$ cat src/rtl/wb_cpu_bridge_pkg.sv
// Shared types and constants for the CPU-to-Wishbone bridge.
package wb_cpu_bridge_pkg;

    typedef enum logic [1:0] {
        IDLE = 2'd0,
        BUS  = 2'd1,
        DONE = 2'd2
    } state_t;

    localparam logic [31:0] TIMEOUT_DATA_DEF = 32'hDEAD_BEEF;
    localparam logic [3:0]  SEL_READ         = 4'hF;

endpackage

$ cat src/rtl/wb_cpu_bridge_if.sv
// CPU native memory port and Wishbone classic bus bundled together;
// master is the bridge side, slave is the CPU plus bus slave side.
interface wb_cpu_bridge_if #(
    parameter int ADDR_WIDTH = 32
);
    logic                  mem_valid;
    logic [ADDR_WIDTH-1:0] mem_addr;
    logic [31:0]           mem_wdata;
    logic [3:0]            mem_wstrb;
    logic                  mem_ready;
    logic [31:0]           mem_rdata;

    logic [ADDR_WIDTH-1:0] adr_o;
    logic [31:0]           dat_o;
    logic [31:0]           dat_i;
    logic [3:0]            sel_o;
    logic                  we_o;
    logic                  cyc_o;
    logic                  stb_o;
    logic                  ack_i;
    logic                  err_i;

    modport master (
        input  mem_valid, mem_addr, mem_wdata, mem_wstrb,
        output mem_ready, mem_rdata,
        output adr_o, dat_o, sel_o, we_o, cyc_o, stb_o,
        input  dat_i, ack_i, err_i
    );

    modport slave (
        output mem_valid, mem_addr, mem_wdata, mem_wstrb,
        input  mem_ready, mem_rdata,
        input  adr_o, dat_o, sel_o, we_o, cyc_o, stb_o,
        output dat_i, ack_i, err_i
    );

endinterface

$ cat src/rtl/wb_cpu_bridge_watchdog.sv
// Saturating cycle counter with clear, enable and terminal-count flag.
module wb_watchdog #(
    parameter int LIMIT = 255
) (
    input  logic clk,
    input  logic rst,
    input  logic clr,
    input  logic en,
    output logic tc
);
    localparam int W = $clog2(LIMIT + 1);
    localparam logic [W-1:0] TC_VAL = W'(LIMIT - 1);

    logic [W-1:0] count;

    always_ff @(posedge clk or posedge rst) begin
        if (rst) begin
            count <= '0;
        end else if (clr) begin
            count <= '0;
        end else if (en && (count != '1)) begin
            count <= count + 1'b1;
        end
    end

    assign tc = (count == TC_VAL);

endmodule

$ cat src/rtl/wb_cpu_bridge.sv
// Wishbone classic master for the CPU memory port, with bus watchdog.
module wb_cpu_bridge
    import wb_cpu_bridge_pkg::*;
#(
    parameter int          ADDR_WIDTH     = 32,
    parameter int          TIMEOUT_CYCLES = 255,
    parameter logic [31:0] TIMEOUT_DATA   = TIMEOUT_DATA_DEF
) (
    input  logic                   clk,
    input  logic                   rst,
    wb_cpu_bridge_if.master        bus,
    output logic                   bus_err,
    input  logic                   err_clr
);
    state_t state, state_n;
    logic   start, fin, abort, tc, err_set;

    wb_watchdog #(.LIMIT(TIMEOUT_CYCLES)) u_wd (
        .clk (clk),
        .rst (rst),
        .clr (state == IDLE),
        .en  (state == BUS),
        .tc  (tc)
    );

    always_ff @(posedge clk or posedge rst) begin
        if (rst) state <= IDLE;
        else     state <= state_n;
    end

    // A response on the terminal-count cycle beats the watchdog.
    always_comb begin
        state_n = state;
        start   = 1'b0;
        fin     = 1'b0;
        abort   = 1'b0;
        unique case (state)
            IDLE: if (bus.mem_valid) begin
                start   = 1'b1;
                state_n = BUS;
            end
            BUS: if (bus.ack_i || bus.err_i) begin
                fin     = 1'b1;
                state_n = DONE;
            end else if (tc) begin
                abort   = 1'b1;
                state_n = DONE;
            end
            DONE:    state_n = IDLE;
            default: state_n = IDLE;
        endcase
    end

    assign err_set       = (fin && bus.err_i) || abort;
    assign bus.mem_ready = (state == DONE);

    always_ff @(posedge clk or posedge rst) begin
        if (rst) begin
            bus.adr_o     <= {ADDR_WIDTH{1'b0}};
            bus.dat_o     <= '0;
            bus.sel_o     <= '0;
            bus.we_o      <= 1'b0;
            bus.cyc_o     <= 1'b0;
            bus.stb_o     <= 1'b0;
            bus.mem_rdata <= '0;
        end else begin
            if (start) begin
                bus.adr_o <= bus.mem_addr;
                bus.dat_o <= bus.mem_wdata;
                bus.we_o  <= |bus.mem_wstrb;
                bus.sel_o <= (|bus.mem_wstrb) ? bus.mem_wstrb : SEL_READ;
                bus.cyc_o <= 1'b1;
                bus.stb_o <= 1'b1;
            end
            if (fin || abort) begin
                bus.cyc_o <= 1'b0;
                bus.stb_o <= 1'b0;
                if (bus.we_o)       bus.mem_rdata <= '0;
                else if (err_set)   bus.mem_rdata <= TIMEOUT_DATA;
                else                bus.mem_rdata <= bus.dat_i;
            end
        end
    end

    always_ff @(posedge clk or posedge rst) begin
        if (rst)          bus_err <= 1'b0;
        else if (err_set) bus_err <= 1'b1;
        else if (err_clr) bus_err <= 1'b0;
    end

endmodule

$ cat src/flat_wrapper.sv
// flat-port wrapper written by rule: the top's interface ports become plain ports
module wb_cpu_bridge_flat import wb_cpu_bridge_pkg::*;
#(
    parameter int          ADDR_WIDTH     = 32,
    parameter int          TIMEOUT_CYCLES = 255,
    parameter logic [31:0] TIMEOUT_DATA   = TIMEOUT_DATA_DEF
)
  (clk, rst, bus_err, err_clr, bus_mem_valid, bus_mem_addr, bus_mem_wdata, bus_mem_wstrb, bus_mem_ready, bus_mem_rdata, bus_adr_o, bus_dat_o, bus_sel_o, bus_we_o, bus_cyc_o, bus_stb_o, bus_dat_i, bus_ack_i, bus_err_i);
  wb_cpu_bridge_if #(.ADDR_WIDTH(ADDR_WIDTH)) bus_i ();
  input  logic clk;
  input  logic rst;
  output logic bus_err;
  input  logic err_clr;
  input wire logic [$bits(bus_i.mem_valid)-1:0] bus_mem_valid;
  input wire logic [$bits(bus_i.mem_addr)-1:0] bus_mem_addr;
  input wire logic [$bits(bus_i.mem_wdata)-1:0] bus_mem_wdata;
  input wire logic [$bits(bus_i.mem_wstrb)-1:0] bus_mem_wstrb;
  output wire logic [$bits(bus_i.mem_ready)-1:0] bus_mem_ready;
  output wire logic [$bits(bus_i.mem_rdata)-1:0] bus_mem_rdata;
  output wire logic [$bits(bus_i.adr_o)-1:0] bus_adr_o;
  output wire logic [$bits(bus_i.dat_o)-1:0] bus_dat_o;
  output wire logic [$bits(bus_i.sel_o)-1:0] bus_sel_o;
  output wire logic [$bits(bus_i.we_o)-1:0] bus_we_o;
  output wire logic [$bits(bus_i.cyc_o)-1:0] bus_cyc_o;
  output wire logic [$bits(bus_i.stb_o)-1:0] bus_stb_o;
  input wire logic [$bits(bus_i.dat_i)-1:0] bus_dat_i;
  input wire logic [$bits(bus_i.ack_i)-1:0] bus_ack_i;
  input wire logic [$bits(bus_i.err_i)-1:0] bus_err_i;
  assign bus_i.mem_valid = bus_mem_valid;
  assign bus_i.mem_addr = bus_mem_addr;
  assign bus_i.mem_wdata = bus_mem_wdata;
  assign bus_i.mem_wstrb = bus_mem_wstrb;
  assign bus_mem_ready = bus_i.mem_ready;
  assign bus_mem_rdata = bus_i.mem_rdata;
  assign bus_adr_o = bus_i.adr_o;
  assign bus_dat_o = bus_i.dat_o;
  assign bus_sel_o = bus_i.sel_o;
  assign bus_we_o = bus_i.we_o;
  assign bus_cyc_o = bus_i.cyc_o;
  assign bus_stb_o = bus_i.stb_o;
  assign bus_i.dat_i = bus_dat_i;
  assign bus_i.ack_i = bus_ack_i;
  assign bus_i.err_i = bus_err_i;
  wb_cpu_bridge #(.ADDR_WIDTH(ADDR_WIDTH), .TIMEOUT_CYCLES(TIMEOUT_CYCLES), .TIMEOUT_DATA(TIMEOUT_DATA)) u_core (.clk(clk), .rst(rst), .bus(bus_i), .bus_err(bus_err), .err_clr(err_clr));
endmodule
$ cat config.mk
export PLATFORM = sky130hd
export DESIGN_NAME = wb_cpu_bridge_flat
export DESIGN_NICKNAME = d
export VERILOG_FILES = /design/src/rtl/wb_cpu_bridge_pkg.sv /design/src/rtl/wb_cpu_bridge_if.sv /design/src/rtl/wb_cpu_bridge_watchdog.sv /design/src/rtl/wb_cpu_bridge.sv /design/src/flat_wrapper.sv
export SDC_FILE = /design/constraint.sdc
export NUM_CORES = 1
export LEC_CHECK = 0
export CELL_PAD_IN_SITES_DETAIL_PLACEMENT = 1
export CELL_PAD_IN_SITES_GLOBAL_PLACEMENT = 1
export CORE_AREA = 2 2 115 144
export DETAILED_ROUTE_END_ITERATION = 12
export DIE_AREA = 0 0 117 146
export GPL_ROUTABILITY_DRIVEN = 1
export HOLD_SLACK_MARGIN = 0.06
export MAX_ROUTING_LAYER = met4
export PLACE_DENSITY_LB_ADDON = 0.1
export SLEW_MARGIN = 20
export SYNTH_ARGS = -nofsm -noshare
export SYNTH_HDL_FRONTEND = slang
export SYNTH_SLANG_ARGS = --single-unit
$ cat constraint.sdc
create_clock -name clk -period 3.6 [get_ports clk]
set_input_delay 0.54 -clock clk [delete_from_list [all_inputs] [get_ports clk]]
set_output_delay 0.54 -clock clk [all_outputs]
set_load 0.02 [all_outputs]
Yosys cells after proc, flatten, opt, wreduce, memory -nomap -nowiden:

Index checks and enable logic that the tools add are counted.

* input port bits: 106
* word-level logic and storage cells: 47
* RAM bits: 0
* memory bits (read-only): 0
* memories kept: 0
* output and inout port bits: 105
* latch bits: 0
* flip-flop bits (word level): 113

* muxes and demuxes: 20
* div/mod/pow operators: 0
* shift operators: 0
* bitwise operators: 0
* $lt $le $gt $ge: 0
* equality and inequality tests: 6
* add/subtract/negate cells: 1
* reductions and logical operators: 11
* $mul: 0

Operators by type and width (count)
* $mux W32: 2
* $mux W8: 2
* $mux W1: 11
* $add A8 B1 Y8 const B: 1
* $eq A8 B8 Y1 const B: 1
* $ne A8 B8 Y1 const B: 1
* $mux W2: 3
* $reduce_bool A2 Y1: 3
* $mux W4: 1
* $pmux W2 S2: 1
* $reduce_or A4 Y1: 1
* $logic_or A1 B1 Y1: 3
* $ne A3 B1 Y1 const B: 1
* $eq A2 B1 Y1 const B: 1
* $eq A2 B2 Y1 const B: 1
* $logic_and A1 B1 Y1: 2
* $logic_not A2 Y1: 1
* $ne A2 B2 Y1 const B: 1
* $reduce_and A2 Y1: 1

Longest topological paths before layout:

Gate-level depths: netlist of run 1.

* word-level depth: 7
* gate-level depth with buffers: 7
* mapped depth without buffers: 5

Modules after synthesis:

A second synthesis of run 1 with hierarchy kept.

* cell total of the unflattened synthesis: 361
* area total of the unflattened synthesis: 4847.1 um^2

By module, submodules not included
* wb_cpu_bridge: instances 1, seq. area each 2627.5 um^2, cells each 306, area each 4322.9 um^2
* wb_watchdog: instances 1, seq. area each 200.2 um^2, cells each 55, area each 524.3 um^2

Least setup slack after synthesis of run 1:

OpenSTA, ideal clock, no wires.

* kind: flip-flop to flip-flop
* start point: reg u_core.u_wd.count[0]
* end point: reg u_core.u_wd.count[2]
* path buffers: 1
* period minus slack after synthesis: 1529 ps
* stages on the path, launching flop included: 7
* arrival time: 1411 ps
* slack: 2071 ps
* path through: dfrtp_1 -> ha_1 -> and3_1 -> a21o_1 -> buf_2 -> o2bb2ai_1 -> a21o_1

* word-level cells in the longest chain between the ends: 3
* elaborated cells on any way between the ends: 6

Ends and longest elaborated chain
* from (decl): RTL line wb_cpu_bridge_watchdog.sv:14 `logic [W-1:0] count;`
* from (signal assigned): RTL line wb_cpu_bridge_watchdog.sv:22 `count <= count + 1'b1;`
* $add A8 B1 Y8 or $ne A8 B8 Y1 (tied branches): RTL line wb_cpu_bridge_watchdog.sv:22, wb_cpu_bridge_watchdog.sv:21
* $mux W8 or $logic_and A1 B1 Y1 (tied branches): RTL line wb_cpu_bridge_watchdog.sv:21 `end else if (en && (count != '1)) begin`
* $mux W8 or $reduce_bool A2 Y1 (tied branches)

Several ways; a longest one is shown, not always the timed one. The select of a mux whose other input is x is not followed.
A chain may end at the register's enable or synchronous reset.

Worst setup path in the final report of run 1:

* start point: reg u_core.state[1]
* end point: out bus_mem_ready

* word-level cells in the longest chain between the ends: 1

Ends and longest elaborated chain
* from (decl): RTL line wb_cpu_bridge.sv:15 `state_t state, state_n;`
* from (signal assigned): RTL line wb_cpu_bridge.sv:28 `else state <= state_n;`
* $eq A2 B2 Y1: RTL line wb_cpu_bridge.sv:55 `assign bus.mem_ready = (state == DONE);`
* to (decl): RTL line flat_wrapper.sv:18 `output wire logic [$bits(bus_i.mem_ready)-1:0] bus_mem_ready;`

Every way passes these cells.

==> results of run 1 <==
registers in the layout (all words and copies together) (netlist names):
name and count:
u_core.bus.we_o 1, u_core.bus_err 1, u_core.bus.sel_o 4, u_core.bus.adr_o 32, u_core.u_wd.count 8, u_core.bus.cyc_o 1
u_core.bus.mem_rdata 32, u_core.bus.dat_o 32, u_core.state 2
area by class of cell:
type                    count  area share [%]
inverters                   5          0.2893
clock inverters             9           1.753
multi-input cells         164           20.08
flip-flops and latches    113           38.46
clock buffers              23           6.637
well taps                 212           3.608
repair buffers            214           29.17
metrics by stage:
stage | hold WS, ns | setup WS (ns) | utilization (%) | total power, mW
after CTS | 0.4842 | 1.386 | 47.03 | 5.634
after detailed placement | 0.4856 | 1.258 | 43.08 | 3.844
after global routing | 0.5120 | 1.307 | 47.03 | 5.847
after global placement | 0.4711 | 1.295 | 43.08 | 3.814
final | 0.4838 | 1.430 | 47.03 | 5.546
after floorplan | 0.4596 | 0.07264 | - | 2.842
cell usage in the layout, fill, tap and decap left out, types with 4 or more instances in the layout:
cell / instances
a21oi_1: 7
a221o_1: 24
a22o_1: 8
clkbuf_16: 17
clkbuf_8: 4
clkdlybuf4s50_1: 210
dfrtp_1: 113
inv_1: 4
mux2_1: 4
mux2_2: 60
nand3_1: 6
nor2_1: 12
nor3_1: 4
cells in the mapped netlist (all sizes together):
| master | number | area (µm²) |
|---|---|---|
| dfrtp | 113 | 2828 |
| mux2 | 64 | 720.7 |
| a221o | 24 | 240.2 |
| buf | 19 | 148.9 |
| nor2 | 12 | 45.04 |
| a22o | 8 | 70.07 |
| a21oi | 7 | 35.03 |
| nand3 | 6 | 30.03 |
| nor3 | 6 | 46.30 |
| inv | 5 | 18.77 |
| nand2 | 4 | 22.52 |
| and2 | 3 | 18.77 |
| a21o | 2 | 15.01 |
| ha | 2 | 25.02 |
| nand4 | 2 | 12.51 |
| nor4 | 2 | 18.77 |
| o211ai | 2 | 15.01 |
| o21ai | 2 | 10.01 |
| a311o | 1 | 11.26 |
| a31oi | 1 | 6.260 |
| a41oi | 1 | 16.27 |
| and2b | 1 | 8.760 |
| and3 | 1 | 6.260 |
| and4 | 1 | 11.26 |
| clkbuf | 1 | 3.750 |
| nand2b | 1 | 6.260 |
| nor2b | 1 | 6.260 |
| o21a | 1 | 7.510 |
| o21bai | 1 | 7.510 |
| o22ai | 1 | 6.260 |
| o2bb2ai | 1 | 8.760 |
| o311ai | 1 | 8.760 |
| o31ai | 1 | 7.510 |
| o41ai | 1 | 8.760 |
| or2 | 1 | 6.260 |
| or3 | 1 | 6.260 |
| xor2 | 1 | 8.760 |
worst max-delay path, stage by stage, from the launching register on:
cell	delay [ns]
dfrtp_1	0.41
nor2b_1	0.19
clkdlybuf4s50_1	0.62
logic make-up after synthesis:
kind of cell	Yosys count	share of synthesized area, %
mux	64	16.11
buf+inv	25	3.832
xor+xnor	1	0.1958
fa+ha+maj	2	0.5594
flops	113	63.22
compound gates	55	10.60
simple gates	42	5.483
layer usage:
| metal | share of wire, % | vias to the layer above | GRT usage [%] |
|---|---|---|---|
| li1 | - | 1546 | - |
| met1 | 39 | 1709 | 18.26 |
| met2 | 50 | 126 | 25.72 |
| met3 | 9.0 | 18 | 8.080 |
| met4 | 1.9 | 0 | 6.588 |
| met5 | 0 | - | - |
power by group through the flow:
| stage | logic, mW | registers (mW) | clock network (mW) |
|---|---|---|---|
| after floorplan | 0.544 | 2.30 | 0 |
| after global placement | 1.95 | 1.86 | 0 |
| after detailed placement | 1.97 | 1.88 | 0 |
| after CTS | 1.98 | 1.86 | 1.79 |
| after global routing | 2.06 | 1.92 | 1.87 |
| final | 1.94 | 1.86 | 1.75 |
worst max path at each step:
stage | start | end | slack (ns) | cells after the start
CTS | u_core.state[1] | bus_mem_ready | 1.39 | 2
global route | u_core.state[0] | u_core.bus.sel_o[3] | 1.31 | 5
detailed placement | bus_mem_valid | u_core.bus.sel_o[0] | 1.26 | 5
floorplan | rst | u_core.bus.adr_o[0] | 0.07 | 1
global placement | bus_ack_i | u_core.bus.mem_rdata[21] | 1.29 | 5
finish | u_core.state[1] | bus_mem_ready | 1.43 | 2
==> impl_metrics.xml, run 1 <==
<?xml version="1.0" encoding="UTF-8"?>
<metrics>
  <group name="run_status">
    <metric name="run_status" unit="">finished clean</metric>
  </group>
  <group name="setup_path">
    <metric name="cp_max_fo" unit="">6</metric>
    <metric name="worst-r2r-cell-count" unit="">5</metric>
    <metric name="rrSetupSlack" unit="ns">1.51</metric>
    <metric name="worstReg2RegEnd" unit="">u_core.bus.sel_o[2]</metric>
    <metric name="worstReg2RegStart" unit="">u_core.state[0]</metric>
    <metric name="worstSetupEndpointType" unit="">output pin</metric>
    <metric name="worst-endpoint-required" unit="ns">3.06</metric>
    <metric name="timing.setup.critical_path_class" unit="">flop to output pin</metric>
    <metric name="critical_path_data_arrival_time" unit="ns">1.63</metric>
    <metric name="setup.worst_path.start_class" unit="">flop</metric>
  </group>
  <group name="floorplanning">
    <metric name="chipWidth" unit="µm">117</metric>
    <metric name="chipHeight" unit="µm">146</metric>
    <metric name="initial_core_util" unit="%">28.61</metric>
    <metric name="io_pins" unit="">211</metric>
    <metric name="die_area" unit="µm²">17080</metric>
    <metric name="std_cell_rows" unit="">51</metric>
    <metric name="core_area" unit="µm²">15630</metric>
  </group>
  <group name="global_route">
    <metric name="globalRouteTotalUtil" unit="%">16.63</metric>
    <metric name="initial_antenna_violation_count" unit="">0</metric>
    <metric name="remaining_overflow_grt" unit="">0</metric>
    <metric name="global_route_wire_length_before_repair" unit="mm">20.59</metric>
    <metric name="grt_max_degree" unit="">66</metric>
    <metric name="grt_pass1_vias" unit="">3763</metric>
  </group>
  <group name="final_layout">
    <metric name="layout.cells.non_filler" unit="">740</metric>
    <metric name="area.sequential" unit="µm²">2828</metric>
    <metric name="flow.area_growth_from_synthesis" unit="%">64.36</metric>
    <metric name="multiInputGateArea" unit="µm²">1476</metric>
    <metric name="fill_cell_total_of_the_finished_layout" unit="">1602</metric>
    <metric name="stdcell_area" unit="µm²">7352</metric>
    <metric name="layout.nets" unit="">623</metric>
    <metric name="antenna-diode-count" unit="">0</metric>
    <metric name="drive_above_1_share" unit="%">19.89</metric>
  </group>
  <group name="synth">
    <metric name="post_syn_area" unit="µm²">4473</metric>
    <metric name="synth_seq_cells" unit="">113</metric>
    <metric name="yosysSeqAreaShare" unit="%">63.22</metric>
    <metric name="syn-num-nets" unit="">410</metric>
    <metric name="synth.avg_cell_area" unit="µm²">14.81</metric>
    <metric name="synth_cell_types" unit="">45</metric>
    <metric name="syn_inst" unit="">302</metric>
    <metric name="synth-warning-count" unit="">0</metric>
  </group>
  <group name="detailed_routing">
    <metric name="post-route-drc-count" unit="">0</metric>
    <metric name="vias" unit="">3399</metric>
    <metric name="initialDrtViolationCount" unit="">118</metric>
    <metric name="ant_nets" unit="">0</metric>
    <metric name="routed_wl" unit="mm">13.01</metric>
    <metric name="vias_per_cell" unit="">4.593</metric>
    <metric name="route.detailed.wl_per_inst" unit="µm">17.58</metric>
    <metric name="pre_antenna_drt_iters" unit="">4</metric>
  </group>
  <group name="placed_design">
    <metric name="hpwlAfterDp" unit="mm">9.167</metric>
    <metric name="placement.cell_area" unit="µm²">6735</metric>
    <metric name="globalplace.congestion" unit="">0.7638</metric>
    <metric name="dp_cells" unit="">708</metric>
    <metric name="port_buffers" unit="">210</metric>
  </group>
  <group name="sta">
    <metric name="fin_tns_setup" unit="ns">0</metric>
    <metric name="timing_max_transition_violations_final" unit="">0</metric>
    <metric name="period_needed" unit="ns">2.170</metric>
    <metric name="setup_viol" unit="">0</metric>
    <metric name="max_freq" unit="MHz">460.9</metric>
    <metric name="hold_violations" unit="">0</metric>
    <metric name="final.period_utilization" unit="%">60.27</metric>
    <metric name="slew_headroom" unit="%">40.90</metric>
    <metric name="worst_clock_skew" unit="ns">0.01188</metric>
    <metric name="worst-slew-pin-transition" unit="ns">0.8837</metric>
    <metric name="grt_setup_unrepaired" unit="">no</metric>
  </group>
  <group name="clock_tree">
    <metric name="cts_made_buffers" unit="">17</metric>
    <metric name="root_buffer" unit="">clkbuf_16</metric>
    <metric name="clkTransAtPathRegs" unit="ns">0.05</metric>
    <metric name="post_cts.repair.setup_buffers" unit="">0</metric>
    <metric name="htree_levels" unit="">4</metric>
    <metric name="clockBufferDepth" unit="">2</metric>
    <metric name="cts_tree" unit="">yes</metric>
    <metric name="cts_resized" unit="">0</metric>
    <metric name="clock-sinks" unit="">113</metric>
    <metric name="post_cts_hold_buffer_count" unit="">0</metric>
    <metric name="clock_insertion_delay_worst_skew" unit="ns">0.42</metric>
  </group>
  <group name="power">
    <metric name="vdd_ir_drop_max" unit="V">0.0003769</metric>
    <metric name="pwr_density_cell" unit="nW/µm²">754.4</metric>
    <metric name="swShare" unit="%">31.06</metric>
    <metric name="power.share.sequential" unit="%">33.5</metric>
    <metric name="p_int" unit="mW">3.823</metric>
    <metric name="net_switching_power" unit="mW">1.723</metric>
    <metric name="p_leak" unit="nW">3.057</metric>
    <metric name="power_frac_clock" unit="%">31.5</metric>
    <metric name="power.combinational.fraction" unit="%">35.0</metric>
  </group>
  <group name="worst_hold_path">
    <metric name="holdCritPathClass" unit="">primary input to async pin</metric>
  </group>
  <group name="flow_run">
    <metric name="maxCapViolations" unit="">0</metric>
  </group>
</metrics>
Note: power is estimated with default switching activity, not from simulation.
==> run 2: changes to the inputs <==
==> constraint.sdc (replaced) <==
create_clock -name clk -period 1.92 [get_ports clk]
set_input_delay 0.288 -clock clk [delete_from_list [all_inputs] [get_ports clk]]
set_output_delay 0.288 -clock clk [all_outputs]
set_load 0.02 [all_outputs]
==> impl_metrics.xml, run 2 (synthesis gave the netlist of run 1 again) <==
<?xml version="1.0" encoding="UTF-8"?>
<metrics>
  <group name="clock_tree">
    <metric name="root_buffer" unit="">clkbuf_16</metric>
    <metric name="clkTransAtPathRegs" unit="ns">0.05</metric>
    <metric name="clock-sinks" unit="">113</metric>
    <metric name="cts_made_buffers" unit="">17</metric>
    <metric name="cts_tree" unit="">yes</metric>
    <metric name="post_cts_hold_buffer_count" unit="">0</metric>
    <metric name="clock_insertion_delay_worst_skew" unit="ns">0.41</metric>
    <metric name="clockBufferDepth" unit="">2</metric>
    <metric name="htree_levels" unit="">4</metric>
  </group>
  <group name="flow_run">
    <metric name="maxCapViolations" unit="">0</metric>
  </group>
  <group name="global_route">
    <metric name="globalRouteTotalUtil" unit="%">16.67</metric>
    <metric name="remaining_overflow_grt" unit="">0</metric>
    <metric name="global_route_wire_length_before_repair" unit="mm">20.82</metric>
    <metric name="grt_pass1_vias" unit="">3862</metric>
    <metric name="grt_max_degree" unit="">94</metric>
    <metric name="initial_antenna_violation_count" unit="">0</metric>
  </group>
  <group name="setup_path">
    <metric name="worstSetupEndpointType" unit="">output pin</metric>
    <metric name="worstReg2RegEnd" unit="">u_core.bus.mem_rdata[11]</metric>
    <metric name="timing.setup.critical_path_class" unit="">flop to output pin</metric>
    <metric name="critical_path_data_arrival_time" unit="ns">1.54</metric>
    <metric name="number_of_buffers_and_inverters_on_the_critical_path" unit="">1</metric>
    <metric name="cp_max_fo" unit="">6</metric>
    <metric name="rrSetupSlack" unit="ns">0.15</metric>
    <metric name="crit_path_cell_trace" unit="">clkdlybuf4s50_1</metric>
    <metric name="critPathTopFamily" unit="">buffers and inverters</metric>
    <metric name="worst-endpoint-required" unit="ns">1.63</metric>
    <metric name="cell_depth_of_the_worst_setup_path" unit="">1</metric>
    <metric name="critical_path.startpoint" unit="">u_core.bus.we_o</metric>
    <metric name="crit_path_capture" unit="">bus_we_o</metric>
    <metric name="worst-r2r-cell-count" unit="">6</metric>
    <metric name="crit_path_max_incr_delay" unit="ns">0.64</metric>
    <metric name="setup.worst_path.start_class" unit="">flop</metric>
    <metric name="critPathSlowestCell" unit="">clkdlybuf4s50_1</metric>
    <metric name="worstReg2RegStart" unit="">u_core.u_wd.count[0]</metric>
  </group>
  <group name="sta">
    <metric name="max_freq" unit="MHz">547.9</metric>
    <metric name="timing_max_transition_violations_final" unit="">0</metric>
    <metric name="worst_clock_skew" unit="ns">0.007343</metric>
    <metric name="slew_headroom" unit="%">64.39</metric>
    <metric name="fin_tns_setup" unit="ns">0</metric>
    <metric name="period_needed" unit="ns">1.825</metric>
    <metric name="grt_setup_unrepaired" unit="">no</metric>
    <metric name="worst-slew-pin-transition" unit="ns">0.5324</metric>
    <metric name="setup_viol" unit="">0</metric>
    <metric name="final.period_utilization" unit="%">95.07</metric>
    <metric name="hold_violations" unit="">0</metric>
    <metric name="final.hold.worst_slack" unit="ns">0.3220</metric>
    <metric name="layout_setup_ws" unit="ns">0.09474</metric>
  </group>
  <group name="final_layout">
    <metric name="final_cell_mix" unit="">209 x clkdlybuf4s50_1, 111 x dfrtp_1, 60 x mux2_2</metric>
    <metric name="layout.nets" unit="">633</metric>
    <metric name="layout.cells.non_filler" unit="">750</metric>
    <metric name="flow.area_growth_from_synthesis" unit="%">66.63</metric>
    <metric name="stdcell_area" unit="µm²">7453</metric>
    <metric name="antenna-diode-count" unit="">0</metric>
    <metric name="drive_above_1_share" unit="%">21.75</metric>
    <metric name="postLayoutCoreUtil" unit="%">47.68</metric>
    <metric name="reg_top3" unit="">u_core.bus.adr_o: 32 flops, u_core.bus.dat_o: 32 flops, u_core.bus.mem_rdata: 32 flops</metric>
    <metric name="final_common_cell" unit="">clkdlybuf4s50_1</metric>
  </group>
  <group name="detailed_routing">
    <metric name="pre_antenna_drt_iters" unit="">4</metric>
    <metric name="wl_met3" unit="mm">1.169</metric>
    <metric name="ant_nets" unit="">0</metric>
    <metric name="initialDrtViolationCount" unit="">124</metric>
    <metric name="route.met2.wl" unit="mm">6.729</metric>
    <metric name="routed_wl" unit="mm">13.31</metric>
    <metric name="wl_met1" unit="mm">5.222</metric>
    <metric name="maxUsedRoutingLayer" unit="">met4</metric>
    <metric name="route.detailed.wl_per_inst" unit="µm">17.75</metric>
    <metric name="vias_per_cell" unit="">4.620</metric>
    <metric name="vias" unit="">3465</metric>
    <metric name="post-route-drc-count" unit="">0</metric>
  </group>
  <group name="floorplanning">
    <metric name="chipHeight" unit="µm">146</metric>
    <metric name="die_area" unit="µm²">17080</metric>
    <metric name="std_cell_rows" unit="">51</metric>
    <metric name="chipWidth" unit="µm">117</metric>
    <metric name="io_pins" unit="">211</metric>
    <metric name="initial_core_util" unit="%">28.61</metric>
    <metric name="core_area" unit="µm²">15630</metric>
  </group>
  <group name="power">
    <metric name="power" unit="mW">10.33</metric>
    <metric name="vdd_ir_drop_max" unit="V">0.0006094</metric>
    <metric name="pwr_density_cell" unit="nW/µm²">1386</metric>
    <metric name="p_leak" unit="nW">3.111</metric>
  </group>
  <group name="placed_design">
    <metric name="hpwlAfterDp" unit="mm">9.484</metric>
    <metric name="dp_cells" unit="">716</metric>
    <metric name="placement.setup.worst_slack" unit="ns">-0.07024</metric>
    <metric name="globalplace.congestion" unit="">0.7687</metric>
    <metric name="port_buffers" unit="">210</metric>
    <metric name="placement.cell_area" unit="µm²">6822</metric>
  </group>
  <group name="worst_hold_path">
    <metric name="holdCritPathClass" unit="">primary input to async pin</metric>
  </group>
  <group name="run_status">
    <metric name="run_status" unit="">finished clean</metric>
  </group>
</metrics>
## run 2: cell types whose count changed in the layout (fill, tap and decap cells not counted), sizes merged
cell,change
inv,-1
clkinv,+1
clkdlybuf4s50,-1
dlymetal6s2s,+1
buf,+9
nor3,+1
clkinvlp,+2
clkbuf,-2
## run 2: timing repair
item	CTS	global route
setup buffers	0	1
pin swaps	0	1
cloned	0	1
gates resized for setup	1	4
setup endpoints to repair	1	25
## run 2: final cells by class
cell class              instances  area, µm²
clock buffers                  21      450.4
clock inverters                11      137.6
fillers                      1600       8180
inverters                       5      22.52
multi-input cells             165       1495
flip-flops and latches        113       2830
well taps                     212      265.3
repair buffers                223       2252
## run 2: routing by layer
layer | global-route usage, % | vias up
met1 | 18.63 | 1750
met4 | 5.647 | 0
met2 | 26.30 | 124
met3 | 7.539 | 14
met5 | - | -
li1 | - | 1577
## run 2: worst min path at each step
stage / startpoint / end / slack [ns] / depth (start not counted)
final: rst / u_core.bus.mem_rdata[3] / 0.32 / 3
after floorplan: err_clr / u_core.bus_err / 0.40 / 1
after global placement: u_core.bus.adr_o[18] / u_core.bus.adr_o[18] / 0.47 / 1
after detailed placement: u_core.bus.adr_o[16] / u_core.bus.adr_o[16] / 0.48 / 1
after global routing: rst / u_core.bus.mem_rdata[3] / 0.36 / 3
after CTS: rst / u_core.bus.mem_rdata[7] / 0.32 / 3
## run 2: power by group
| group | leakage [nW] | switching, mW | internal (mW) | total [mW] |
|---|---|---|---|---|
| Clock | 0.283 | 1.06 | 2.06 | 3.12 |
| Sequential | 1.40 | 0.403 | 3.08 | 3.48 |
| Combinational | 1.43 | 1.75 | 1.97 | 3.73 |
| Total | 3.11 | 3.22 | 7.11 | 10.3 |
==> run 3: changes to the inputs <==
--- a/config.mk
+++ b/config.mk
@@ -5,6 +5,7 @@
 export SDC_FILE = /design/constraint.sdc
 export NUM_CORES = 1
 export LEC_CHECK = 0
+export CAP_MARGIN = 20
 export CELL_PAD_IN_SITES_DETAIL_PLACEMENT = 1
 export CELL_PAD_IN_SITES_GLOBAL_PLACEMENT = 1
 export CORE_AREA = 2 2 115 144
@@ -12,7 +13,6 @@
 export DIE_AREA = 0 0 117 146
 export GPL_ROUTABILITY_DRIVEN = 1
 export HOLD_SLACK_MARGIN = 0.06
-export MAX_ROUTING_LAYER = met4
 export PLACE_DENSITY_LB_ADDON = 0.1
 export SLEW_MARGIN = 20
 export SYNTH_ARGS = -nofsm -noshare
==> impl_metrics.xml, run 3 (synthesis gave the netlist of run 1 again) <==
<?xml version="1.0" encoding="UTF-8"?>
<metrics>
  <group name="sta">
    <metric name="period_needed" unit="ns">1.832</metric>
    <metric name="fin_tns_setup" unit="ns">0</metric>
    <metric name="worst_clock_skew" unit="ns">0.006727</metric>
    <metric name="slew_headroom" unit="%">64.36</metric>
    <metric name="final.period_utilization" unit="%">95.41</metric>
    <metric name="hold_violations" unit="">0</metric>
    <metric name="layout_setup_ws" unit="ns">0.08810</metric>
    <metric name="max_freq" unit="MHz">545.9</metric>
    <metric name="timing_max_transition_violations_final" unit="">0</metric>
    <metric name="setup_viol" unit="">0</metric>
    <metric name="worst-slew-pin-transition" unit="ns">0.5329</metric>
    <metric name="grt_setup_unrepaired" unit="">no</metric>
  </group>
  <group name="setup_path">
    <metric name="critPathSlowestCell" unit="">clkdlybuf4s50_1</metric>
    <metric name="timing.setup.critical_path_class" unit="">flop to output pin</metric>
    <metric name="worst-endpoint-required" unit="ns">1.63</metric>
    <metric name="critPathTopFamily" unit="">buffers and inverters</metric>
    <metric name="worstSetupEndpointType" unit="">output pin</metric>
    <metric name="number_of_buffers_and_inverters_on_the_critical_path" unit="">1</metric>
    <metric name="worstReg2RegEnd" unit="">u_core.bus.mem_rdata[11]</metric>
    <metric name="worstReg2RegStart" unit="">u_core.u_wd.count[0]</metric>
    <metric name="crit_path_cell_trace" unit="">clkdlybuf4s50_1</metric>
    <metric name="worst-r2r-cell-count" unit="">6</metric>
    <metric name="setup.worst_path.start_class" unit="">flop</metric>
    <metric name="crit_path_max_incr_delay" unit="ns">0.65</metric>
    <metric name="cp_max_fo" unit="">6</metric>
    <metric name="rrSetupSlack" unit="ns">0.15</metric>
    <metric name="critical_path_data_arrival_time" unit="ns">1.54</metric>
  </group>
  <group name="run_status">
    <metric name="run_status" unit="">finished clean</metric>
  </group>
  <group name="placed_design">
    <metric name="port_buffers" unit="">210</metric>
    <metric name="placement.cell_area" unit="µm²">6822</metric>
    <metric name="placement.setup.worst_slack" unit="ns">-0.07024</metric>
    <metric name="hpwlAfterDp" unit="mm">9.484</metric>
    <metric name="globalplace.congestion" unit="">0.7587</metric>
  </group>
  <group name="final_layout">
    <metric name="flow.area_growth_from_synthesis" unit="%">66.63</metric>
    <metric name="antenna-diode-count" unit="">0</metric>
    <metric name="stdcell_area" unit="µm²">7453</metric>
    <metric name="reg_top3" unit="">u_core.bus.adr_o: 32 flops, u_core.bus.dat_o: 32 flops, u_core.bus.mem_rdata: 32 flops</metric>
    <metric name="final_cell_mix" unit="">209 x clkdlybuf4s50_1, 111 x dfrtp_1, 60 x mux2_2</metric>
    <metric name="final_common_cell" unit="">clkdlybuf4s50_1</metric>
    <metric name="drive_above_1_share" unit="%">21.75</metric>
    <metric name="layout.nets" unit="">633</metric>
  </group>
  <group name="floorplanning">
    <metric name="std_cell_rows" unit="">51</metric>
    <metric name="initial_core_util" unit="%">28.61</metric>
    <metric name="chipHeight" unit="µm">146</metric>
    <metric name="die_area" unit="µm²">17080</metric>
    <metric name="chipWidth" unit="µm">117</metric>
    <metric name="core_area" unit="µm²">15630</metric>
    <metric name="io_pins" unit="">211</metric>
  </group>
  <group name="clock_tree">
    <metric name="clock_insertion_delay_worst_skew" unit="ns">0.41</metric>
    <metric name="clkTransAtPathRegs" unit="ns">0.05</metric>
    <metric name="cts_made_buffers" unit="">17</metric>
    <metric name="root_buffer" unit="">clkbuf_16</metric>
    <metric name="htree_levels" unit="">4</metric>
    <metric name="clock-sinks" unit="">113</metric>
    <metric name="cts_tree" unit="">yes</metric>
    <metric name="post_cts_hold_buffer_count" unit="">0</metric>
    <metric name="clockBufferDepth" unit="">2</metric>
  </group>
  <group name="detailed_routing">
    <metric name="route.detailed.wl_per_inst" unit="µm">17.75</metric>
    <metric name="routed_wl" unit="mm">13.31</metric>
    <metric name="ant_nets" unit="">0</metric>
    <metric name="pre_antenna_drt_iters" unit="">5</metric>
    <metric name="vias_per_cell" unit="">4.615</metric>
    <metric name="initialDrtViolationCount" unit="">105</metric>
    <metric name="post-route-drc-count" unit="">0</metric>
    <metric name="vias" unit="">3461</metric>
  </group>
  <group name="power">
    <metric name="p_leak" unit="nW">3.111</metric>
    <metric name="vdd_ir_drop_max" unit="V">0.0006097</metric>
    <metric name="pwr_density_cell" unit="nW/µm²">1386</metric>
    <metric name="power" unit="mW">10.33</metric>
  </group>
  <group name="global_route">
    <metric name="globalRouteTotalUtil" unit="%">16.18</metric>
    <metric name="global_route_wire_length_before_repair" unit="mm">20.92</metric>
    <metric name="grt_max_degree" unit="">94</metric>
    <metric name="initial_antenna_violation_count" unit="">0</metric>
    <metric name="remaining_overflow_grt" unit="">0</metric>
    <metric name="grt_pass1_vias" unit="">3840</metric>
  </group>
  <group name="worst_hold_path">
    <metric name="holdCritPathClass" unit="">primary input to async pin</metric>
  </group>
  <group name="flow_run">
    <metric name="maxCapViolations" unit="">0</metric>
  </group>
</metrics>
-- run 3: cell counts in the layout (fill, tap and decap cells not counted) --
No cell type changed its count.
-- run 3: layout make-up --
class / instances / area, µm²
clock inverter: 11 / 137.6
clock buffer: 21 / 450.4
multi-input combinational: 165 / 1495
inverter: 5 / 22.52
fill: 1600 / 8180
tap: 212 / 265.3
sequential: 113 / 2830
timing repair buffer: 223 / 2252
-- run 3: worst max path at each step --
stage | from | to | slack, ns | depth (start not counted)
finish | u_core.bus.we_o | bus_we_o | 0.09 | 1
global route | u_core.bus.we_o | bus_we_o | 0.04 | 1
CTS | u_core.u_wd.count[0] | u_core.bus.mem_rdata[11] | 0.02 | 5
detailed placement | bus_ack_i | u_core.bus.mem_rdata[11] | -0.07 | 5
global placement | bus_ack_i | u_core.bus.mem_rdata[15] | -0.003 | 5
floorplan | rst | u_core.bus.adr_o[0] | 0.26 | 1
-- run 3: through the flow --
stage | utilization (%) | instances | hold slack [ns]
finish | 47.68 | 750 | 0.3209
global route | 47.68 | 750 | 0.3590
CTS | 47.40 | 748 | 0.3158
detailed placement | 43.63 | 716 | 0.4787
global placement | 43.63 | 716 | 0.4714
floorplan | - | 302 | 0.3966
-- run 3: what timing repair did --
action,CTS,global route
setup buffers,0,1
pin swaps,0,1
setup endpoints to repair,1,25
gates resized for setup,1,4
gates cloned,0,1
-- run 3: per-layer routing --
metal / global-route usage (%) / routed length (µm) / vias to the layer above
met2: 26.27 / 6776 / 124
li1: - / - / 1578
met1: 18.20 / 5068 / 1741
met3: 8.163 / 1268 / 18
met5: 0 / 0 / -
met4: 5.647 / 197 / 0
-- run 3: report_power, final --
part	internal [mW]	leakage, nW	switching (mW)
combinational	1.97	1.43	1.75
sequential	3.08	1.40	0.403
clock	2.06	0.283	1.06
total	7.11	3.11	3.22
-- run 3: worst reg2reg max path, stage by stage, from the launching register on --
cell	delay [ns]
dfrtp_1	0.42
inv_1	0.07
ha_1	0.22
a41oi_2	0.39
nor3_4	0.10
buf_12	0.16
a221o_1	0.28
